### src/rtl/shift_rgst_seq_if.sv
// Handshake/data bundle for shift_rgst_seq; RGST_STICKY_EN adds the sticky output.
interface shift_rgst_seq_if #(
    parameter int unsigned WIDTH   = 8,
    parameter int unsigned SHAMT_W = 4
);
    logic               load_enable;
    logic [WIDTH-1:0]   data_in;
    logic               start;
    logic               dir;
    logic [1:0]         mode;
    logic               serial_in;
    logic [SHAMT_W-1:0] shamt;
    logic [WIDTH-1:0]   data_out;
    logic               shift_out;
    logic               busy;
    logic               done;
`ifdef RGST_STICKY_EN
    logic               sticky;
`endif

    modport master (
        output load_enable, data_in, start, dir, mode, serial_in, shamt,
`ifdef RGST_STICKY_EN
        input  sticky,
`endif
        input  data_out, shift_out, busy, done
    );

    modport slave (
        input  load_enable, data_in, start, dir, mode, serial_in, shamt,
`ifdef RGST_STICKY_EN
        output sticky,
`endif
        output data_out, shift_out, busy, done
    );
endinterface

### src/rtl/shift_rgst_seq.sv
// Multi-step shift register: one bit per clock, start/busy/done handshake, parallel load.
// Optional sticky-bit accumulation enabled by defining RGST_STICKY_EN.
module shift_rgst_seq #(
    parameter int unsigned WIDTH   = 8,
    parameter int unsigned SHAMT_W = 4
) (
    input logic             clk_i,
    input logic             reset_ni,
    shift_rgst_seq_if.slave bus
);
    typedef enum logic [1:0] {StIdle, StShift, StDone} state_e;

    localparam logic [1:0] ModeLogic  = 2'b00;
    localparam logic [1:0] ModeArith  = 2'b01;
    localparam logic [1:0] ModeRotate = 2'b10;
    localparam logic [1:0] ModeSerial = 2'b11;

    state_e             state_q;
    logic [WIDTH-1:0]   data_q;
    logic               shift_out_q;
    logic               busy_q;
    logic               done_q;
    logic [SHAMT_W-1:0] cnt_q;
    logic               dir_q;
    logic [1:0]         mode_q;
`ifdef RGST_STICKY_EN
    logic               sticky_q;
`endif

    logic [WIDTH-1:0]   step_data;
    logic               step_out;
    logic               fill;

    // Result of a single step from the current register contents.
    always_comb begin
        fill      = 1'b0;
        step_out  = 1'b0;
        step_data = data_q;
        if (!dir_q) begin
            step_out = data_q[WIDTH-1];
            unique case (mode_q)
                ModeLogic:  fill = 1'b0;
                ModeArith:  fill = 1'b0;
                ModeRotate: fill = data_q[WIDTH-1];
                ModeSerial: fill = bus.serial_in;
                default:    fill = 1'b0;
            endcase
            step_data = {data_q[WIDTH-2:0], fill};
        end else begin
            step_out = data_q[0];
            unique case (mode_q)
                ModeLogic:  fill = 1'b0;
                ModeArith:  fill = data_q[WIDTH-1];
                ModeRotate: fill = data_q[0];
                ModeSerial: fill = bus.serial_in;
                default:    fill = 1'b0;
            endcase
            step_data = {fill, data_q[WIDTH-1:1]};
        end
    end

    always_ff @(posedge clk_i) begin
        if (!reset_ni) begin
            state_q     <= StIdle;
            data_q      <= '0;
            shift_out_q <= 1'b0;
            busy_q      <= 1'b0;
            done_q      <= 1'b0;
            cnt_q       <= '0;
            dir_q       <= 1'b0;
            mode_q      <= ModeLogic;
`ifdef RGST_STICKY_EN
            sticky_q    <= 1'b0;
`endif
        end else begin
            unique case (state_q)
                StIdle: begin
                    done_q <= 1'b0;
                    busy_q <= 1'b0;
                    if (bus.load_enable) begin
                        data_q   <= bus.data_in;
`ifdef RGST_STICKY_EN
                        sticky_q <= 1'b0;
`endif
                    end else if (bus.start) begin
                        busy_q   <= 1'b1;
`ifdef RGST_STICKY_EN
                        sticky_q <= 1'b0;
`endif
                        if (bus.shamt != '0) begin
                            dir_q   <= bus.dir;
                            mode_q  <= bus.mode;
                            cnt_q   <= bus.shamt;
                            state_q <= StShift;
                        end else begin
                            done_q  <= 1'b1;
                            state_q <= StDone;
                        end
                    end
                end
                StShift: begin
                    data_q      <= step_data;
                    shift_out_q <= step_out;
`ifdef RGST_STICKY_EN
                    sticky_q    <= sticky_q | step_out;
`endif
                    cnt_q       <= cnt_q - SHAMT_W'(1);
                    if (cnt_q == SHAMT_W'(1)) begin
                        done_q  <= 1'b1;
                        state_q <= StDone;
                    end
                end
                StDone: begin
                    done_q  <= 1'b0;
                    busy_q  <= 1'b0;
                    state_q <= StIdle;
                end
                default: begin
                    done_q  <= 1'b0;
                    busy_q  <= 1'b0;
                    state_q <= StIdle;
                end
            endcase
        end
    end

    assign bus.data_out  = data_q;
    assign bus.shift_out = shift_out_q;
    assign bus.busy      = busy_q;
    assign bus.done      = done_q;
`ifdef RGST_STICKY_EN
    assign bus.sticky    = sticky_q;
`endif

endmodule

### src/flat_wrapper.sv
// flat-port wrapper written by rule: the top's interface ports become plain ports
module shift_rgst_seq_flat 
#(
    parameter int unsigned WIDTH   = 8,
    parameter int unsigned SHAMT_W = 4
)
  (clk_i, reset_ni, bus_load_enable, bus_data_in, bus_start, bus_dir, bus_mode, bus_serial_in, bus_shamt, bus_data_out, bus_shift_out, bus_busy, bus_done);
  shift_rgst_seq_if #(.WIDTH(WIDTH), .SHAMT_W(SHAMT_W)) bus_i ();
  input logic clk_i;
  input logic reset_ni;
  input wire logic [$bits(bus_i.load_enable)-1:0] bus_load_enable;
  input wire logic [$bits(bus_i.data_in)-1:0] bus_data_in;
  input wire logic [$bits(bus_i.start)-1:0] bus_start;
  input wire logic [$bits(bus_i.dir)-1:0] bus_dir;
  input wire logic [$bits(bus_i.mode)-1:0] bus_mode;
  input wire logic [$bits(bus_i.serial_in)-1:0] bus_serial_in;
  input wire logic [$bits(bus_i.shamt)-1:0] bus_shamt;
  output wire logic [$bits(bus_i.data_out)-1:0] bus_data_out;
  output wire logic [$bits(bus_i.shift_out)-1:0] bus_shift_out;
  output wire logic [$bits(bus_i.busy)-1:0] bus_busy;
  output wire logic [$bits(bus_i.done)-1:0] bus_done;
  assign bus_i.load_enable = bus_load_enable;
  assign bus_i.data_in = bus_data_in;
  assign bus_i.start = bus_start;
  assign bus_i.dir = bus_dir;
  assign bus_i.mode = bus_mode;
  assign bus_i.serial_in = bus_serial_in;
  assign bus_i.shamt = bus_shamt;
  assign bus_data_out = bus_i.data_out;
  assign bus_shift_out = bus_i.shift_out;
  assign bus_busy = bus_i.busy;
  assign bus_done = bus_i.done;
  shift_rgst_seq #(.WIDTH(WIDTH), .SHAMT_W(SHAMT_W)) u_core (.clk_i(clk_i), .reset_ni(reset_ni), .bus(bus_i));
endmodule
### config.mk
export PLATFORM = sky130hd
export DESIGN_NAME = shift_rgst_seq_flat
export DESIGN_NICKNAME = d
export VERILOG_FILES = /design/src/rtl/shift_rgst_seq_if.sv /design/src/rtl/shift_rgst_seq.sv /design/src/flat_wrapper.sv
export SDC_FILE = /design/constraint.sdc
export NUM_CORES = 1
export LEC_CHECK = 0
export CELL_PAD_IN_SITES_DETAIL_PLACEMENT = 0
export CELL_PAD_IN_SITES_GLOBAL_PLACEMENT = 1
export CORE_MARGIN = 5
export CORE_UTILIZATION = 36
export CTS_CLUSTER_SIZE = 28
export DETAILED_ROUTE_END_ITERATION = 7
export PLACE_DENSITY = 0.89
export SLEW_MARGIN = 25
export SYNTH_ARGS = -nofsm -noshare
export SYNTH_HDL_FRONTEND = slang
export SYNTH_SLANG_ARGS = --single-unit
### constraint.sdc
create_clock -name clk_i -period 2.75 [get_ports clk_i]
set_clock_uncertainty 0.05 [all_clocks]
set_input_delay 0.55 -clock clk_i [delete_from_list [all_inputs] [get_ports clk_i]]
set_output_delay 0.55 -clock clk_i [all_outputs]
set_load 0.03 [all_outputs]
# Word level (Yosys, flattened, before mapping)
# Cells that the tools add are included.
word_totals:
  in_bits: 20
  out_inout_bits: 11
  wordCells: 55
  reg_bits: 20
classes:
  reduce_logical: 10
  eq_ne: 11
  addsub: 1
  n_bitwise: 1
  muxes: 23
ops:
  columns: ["op", "n"]
  rows:
  - ["two-way mux 8 bit", 2]
  - ["one-hot mux 8 bit (2 select lines)", 1]
  - ["two-way mux 4 bit", 3]
  - ["two-way mux 2 bit", 4]
  - ["one-hot mux 4 bit (2 select lines)", 1]
  - ["AND reduction 4 bit", 2]
  - ["two-way mux 1 bit", 7]
  - ["inequality test 2 bit (second input constant)", 3]
  - ["one-hot mux 1 bit (3 select lines)", 2]
  - ["AND reduction 3 bit", 2]
  - ["== test 2 x 1 -> 1 bit (second input constant)", 2]
  - ["== test 2 bit (second input constant)", 2]
  - ["== test 4 x 1 -> 1 bit (second input constant)", 1]
  - ["zero test 2 bit", 2]
  - ["inequality test 2 x 1 -> 1 bit (second input constant)", 2]
  - ["one-hot mux 1 bit (2 select lines)", 2]
  - ["one-hot mux 2 bit (2 select lines)", 1]
  - ["nonzero test 4 bit", 1]
  - ["subtractor 4 x 1 -> 4 bit (second input constant)", 1]
  - ["inequality test 3 bit (second input constant)", 1]
  - ["AND reduction 2 bit", 1]
  - ["nonzero test 2 bit", 1]
  - ["OR reduction 2 bit", 1]
  - ["NOT 1 bit", 1]

# Depth between registers and ports, before layout
logic_depth:
  depth_word: 5
  mapped_depth: 7
  mapped_depth_nobuf: 5

# Least setup slack after synthesis
# No wires, ideal clock.
synth_timing:
  kind: "input to register"
  start: "input port bus_load_enable"
  end: "register u_core.cnt_q[3]"
  setup_ps: 120
  arrival_time_ps: 1562
  path_stages: 4
  required_time_ps: 2580
  setup_slack_ps: 1019
  n_path_buf: 0
  cell_sequence: "or3b_4 nor3_4 nor3b_1 o31a_1"
synth_between:
  elab_chain_cells: 2
synth_rtl:
  columns: ["element", "line", "source"]
  rows:
  - ["start: declaration", "flat_wrapper.sv:11", "input wire logic [$bits(bus_i.load_enable)-1:0] bus_load_enable;"]
  - ["inequality test 2 bit (no source line)", null, null]
  - ["AND reduction 4 bit (no source line)", null, null]
  - ["end signal: assignment", "shift_rgst_seq.sv:93", "cnt_q <= bus.shamt;"]
  - ["end signal: assignment", "shift_rgst_seq.sv:107", "cnt_q <= cnt_q - SHAMT_W'(1);"]
  - ["end: declaration", "shift_rgst_seq.sv:23", "logic [SHAMT_W-1:0] cnt_q;"]
# No other way between the ends.
# A chain may end at the register's enable or synchronous reset.

# Worst setup path in the final report
layout_timing:
  start: "register u_core.data_q[0], in the netlist u_core.bus.data_out[0]"
  end: "output port bus_data_out[0]"
layout_rtl:
  columns: ["element", "line", "source"]
  rows:
  - ["start: declaration", "shift_rgst_seq.sv:19", "logic [WIDTH-1:0] data_q;"]
  - ["start signal: assignment", "shift_rgst_seq.sv:81", "data_q <= bus.data_in;"]
  - ["start signal: assignment", "shift_rgst_seq.sv:102", "data_q <= step_data;"]
  - ["end: declaration", "flat_wrapper.sv:18", "output wire logic [$bits(bus_i.data_out)-1:0] bus_data_out;"]
# No word-level cell between the ends.

==> results.sh <==
export IMPL_grt_usage_pct=13.0
export IMPL_wl_per_cell_um=14.2
export IMPL_start_util_pct=37.9
export IMPL_synth_edf_count=0
export IMPL_cp_max_fo=5
export IMPL_viasPerCell=5.50
export IMPL_drive_above_1_share_pct=6.58
export IMPL_yosys_register_bits=20
export IMPL_syn_inst=124
export IMPL_syn_avg_cell_area_um2=8.58
export IMPL_cp_top_family="buffers and inverters"
export IMPL_leakagePower_nw=0.514
export IMPL_coreArea_mm2=0.00281
export IMPL_hp_start="u_core.bus.busy$_SDFFE_PN0N_"
export IMPL_cp_end_kind="output port"
export IMPL_crit_buf_inv=1
export IMPL_max_freq_mhz=491
export IMPL_crit_type="flip-flop to output port"
export IMPL_place_inst=179
export IMPL_io_pins=31
export IMPL_cp_required_ns=2.15
export IMPL_port_buffers=30
export IMPL_dp_hpwl_um=1980
export IMPL_overflow=0
export IMPL_die_width_um=64.4
export IMPL_first_iter_violations=55
export IMPL_place_gp_congestion=0.752
export IMPL_clockBufferDepth=2
export IMPL_period_minus_slack_ns=2.04
export IMPL_irDropWorstVdd_mv=0.347
export IMPL_ctsRootBufferMaster="clkbuf_4"
export IMPL_ys_warn_count=0
export IMPL_min_path_type="flip-flop to flip-flop"
export IMPL_routed_wl_um=2600
export IMPL_drc_errors=0
export IMPL_cellPowerDensity_mw_per_mm2=505
export IMPL_syn_area_mm2=0.00106
export IMPL_cpPeakStageDelay_ns=0.71
export IMPL_grt_pass1_vias=965
export IMPL_reg2reg_slack_ns=0.82
export IMPL_cts_resized=0
export IMPL_clkTransAtPathRegs_ns=0.11
export IMPL_holdPathStages=2
export IMPL_timing_slew_headroom_pct=60.0
export IMPL_fin_crit_sh_pct=74.0
export IMPL_tightest_slew_ns=0.599
export IMPL_r2r_end="u_core.cnt_q[3]$_SDFFE_PN0P_"
export IMPL_ys_async_sr_fraction_pct=0
export IMPL_rsz0062_at_grt="no"
export IMPL_status="completed"
export IMPL_num_rows=19
export IMPL_reg2reg_depth=4
export IMPL_grt_pass1_wl_um=4330
export IMPL_cts_tree="built"
export IMPL_htree_levels=1
export IMPL_cts_inserted_buffers=3
export IMPL_final_cells=183
export IMPL_synth_ff_type="dfxtp_1"
export IMPL_seq_area_frac_synth_pct=37.6
export IMPL_diodes=0
export IMPL_reg2reg_from="u_core.state_q[0]$_SDFFE_PN0P_"
export IMPL_hold_viol_final=0
export IMPL_finalSetupTns_ns=0
export IMPL_cpMaxStageDelayCell="clkdlybuf4s50_1"
export IMPL_setup_viol=0
export IMPL_fill_cells=291
export IMPL_clock_sinks=20
export IMPL_die_area_mm2=0.00414
export IMPL_antenna_found_initial=0
export IMPL_synthesis_nets=146
export IMPL_start_kind="flip-flop"
export IMPL_slew_viol_final=0
export IMPL_cts_setup_buffers=0
export IMPL_drtPass1Iterations=4
export IMPL_crit_chain="clkdlybuf4s50_1"
export IMPL_ctsHoldBuffers=0
export IMPL_arrival_ns=1.44
export IMPL_grt_max_degree=18
export IMPL_synth_cell_types=33
export IMPL_layout_nets=175
export IMPL_worstSkewPairLatency_ns=0.30
export IMPL_hold_end="u_core.bus.busy$_SDFFE_PN0N_"
export IMPL_vias=1006
export IMPL_area_growth_pct=32.9
export IMPL_ant_nets=0
export IMPL_timing_max_cap_violations=0
export IMPL_die_y_um=64.4
kinds of logic after synthesis:
family / count (synthesis) / synth area share (%)
AND/OR/NAND/NOR: 47 / 24.0
AO/OA/AOI/OAI: 30 / 18.9
flip-flops: 20 / 37.6
multiplexers: 13 / 12.2
buffers and inverters: 12 / 4.82
adder cells (fa/ha/maj): 2 / 2.35
placed cells by master, fill, tap and decap left out, drive strengths merged:
| cell | instances |
|---|---|
| clkdlybuf4s50 | 30 |
| o21ai | 2 |
| buf | 1 |
| nor3b | 2 |
| o31a | 1 |
| o22ai | 7 |
| a211o | 1 |
| a21oi | 9 |
| o211ai | 2 |
| nor3 | 4 |
| nand4b | 1 |
| nand2b | 2 |
| a32oi | 1 |
| nor2 | 10 |
| nand2 | 15 |
| inv | 5 |
| o21a | 1 |
| ha | 2 |
| o211a | 2 |
| nor2b | 8 |
| dfxtp | 20 |
| o41ai | 1 |
| o221ai | 1 |
| nor4 | 2 |
| clkbuf | 4 |
| and3 | 1 |
| or3b | 1 |
| a31o | 1 |
| a22oi | 1 |
| nand3 | 1 |
| mux2i | 13 |
power by group:
part | internal, mW | leakage, nW | switching, mW
Combinational | 0.0966 | 0.329 | 0.0975
Clock | 0.0808 | 0.0210 | 0.0903
Sequential | 0.316 | 0.164 | 0.0327
cell usage after synthesis, types with 2 or more instances:
cell	n	area (um^2)
nand2b_1	2	12.5
a21oi_1	9	45.0
inv_1	5	18.8
ha_1	2	25.0
o211ai_1	2	15.0
buf_2	5	25.0
clkbuf_1	2	7.51
nor3b_1	2	15.0
nand2_1	15	56.3
o211a_1	2	20.0
mux2i_1	13	130
o21ai_0	2	10.0
o22ai_1	7	43.8
nor2_1	9	33.8
nor2b_1	8	50.1
nor3_1	3	15.0
dfxtp_1	20	400
state kept, by name (all words and copies together) (netlist names):
| signal | count |
|---|---|
| u_core.bus.busy | 1 |
| u_core.bus.data_out | 8 |
| u_core.bus.done | 1 |
| u_core.bus.shift_out | 1 |
| u_core.cnt_q | 4 |
| u_core.dir_q | 1 |
| u_core.mode_q | 2 |
| u_core.state_q | 2 |
through the flow:
step           total power, mW  utilization (%)  hold WS [ns]  worst slack, ns  area, um^2
3_3_place_gp             0.545             49.1         0.421            0.456        1380
2_1_floorplan            0.468                -         0.415             1.02        1060
4_1_cts                  0.720             50.4         0.424            0.698        1410
5_1_grt                  0.754             50.4         0.461            0.610        1410
3_5_place_dp             0.549             49.1         0.406            0.400        1380
6_report                 0.714             50.4         0.416            0.714        1410
worst max-delay path by stage:
stage / from / to / slack (ns) / depth (start not counted)
2_1_floorplan: bus_load_enable / u_core.cnt_q[3]$_SDFFE_PN0P_ / 1.02 / 4
3_5_place_dp: bus_load_enable / u_core.cnt_q[3]$_SDFFE_PN0P_ / 0.40 / 5
4_1_cts: u_core.bus.data_out[0]$_SDFFE_PN0P_ / bus_data_out[0] / 0.70 / 1
5_1_grt: u_core.state_q[0]$_SDFFE_PN0P_ / u_core.cnt_q[3]$_SDFFE_PN0P_ / 0.61 / 4
6_report: u_core.bus.data_out[0]$_SDFFE_PN0P_ / bus_data_out[0] / 0.71 / 1
3_3_place_gp: bus_start / u_core.cnt_q[3]$_SDFFE_PN0P_ / 0.46 / 5
worst min-delay path, stage by stage (launching register included):
cell and delay (ns):
dfxtp_1 0.32, nand2_1 0.05, a21oi_1 0.05
area by class of cell:
cell class	instances	area, um^2	area share, %
multi-input combinational	92	612	43.3
timing repair buffer	31	308	21.8
inverter	5	18.8	1.33
sequential	20	400	28.3
tap	31	38.8	2.74
clock buffer	4	36.3	2.57
layer usage:
metal	GRT usage [%]	share of wire [%]	up-vias
li1	-	-	503
met1	16.5	45	476
met2	21.1	48	25
met3	3.85	5.3	2
met4	3.96	1.1	0
met5	0	0	-
No activity file was read; power rests on OpenSTA's default activity.
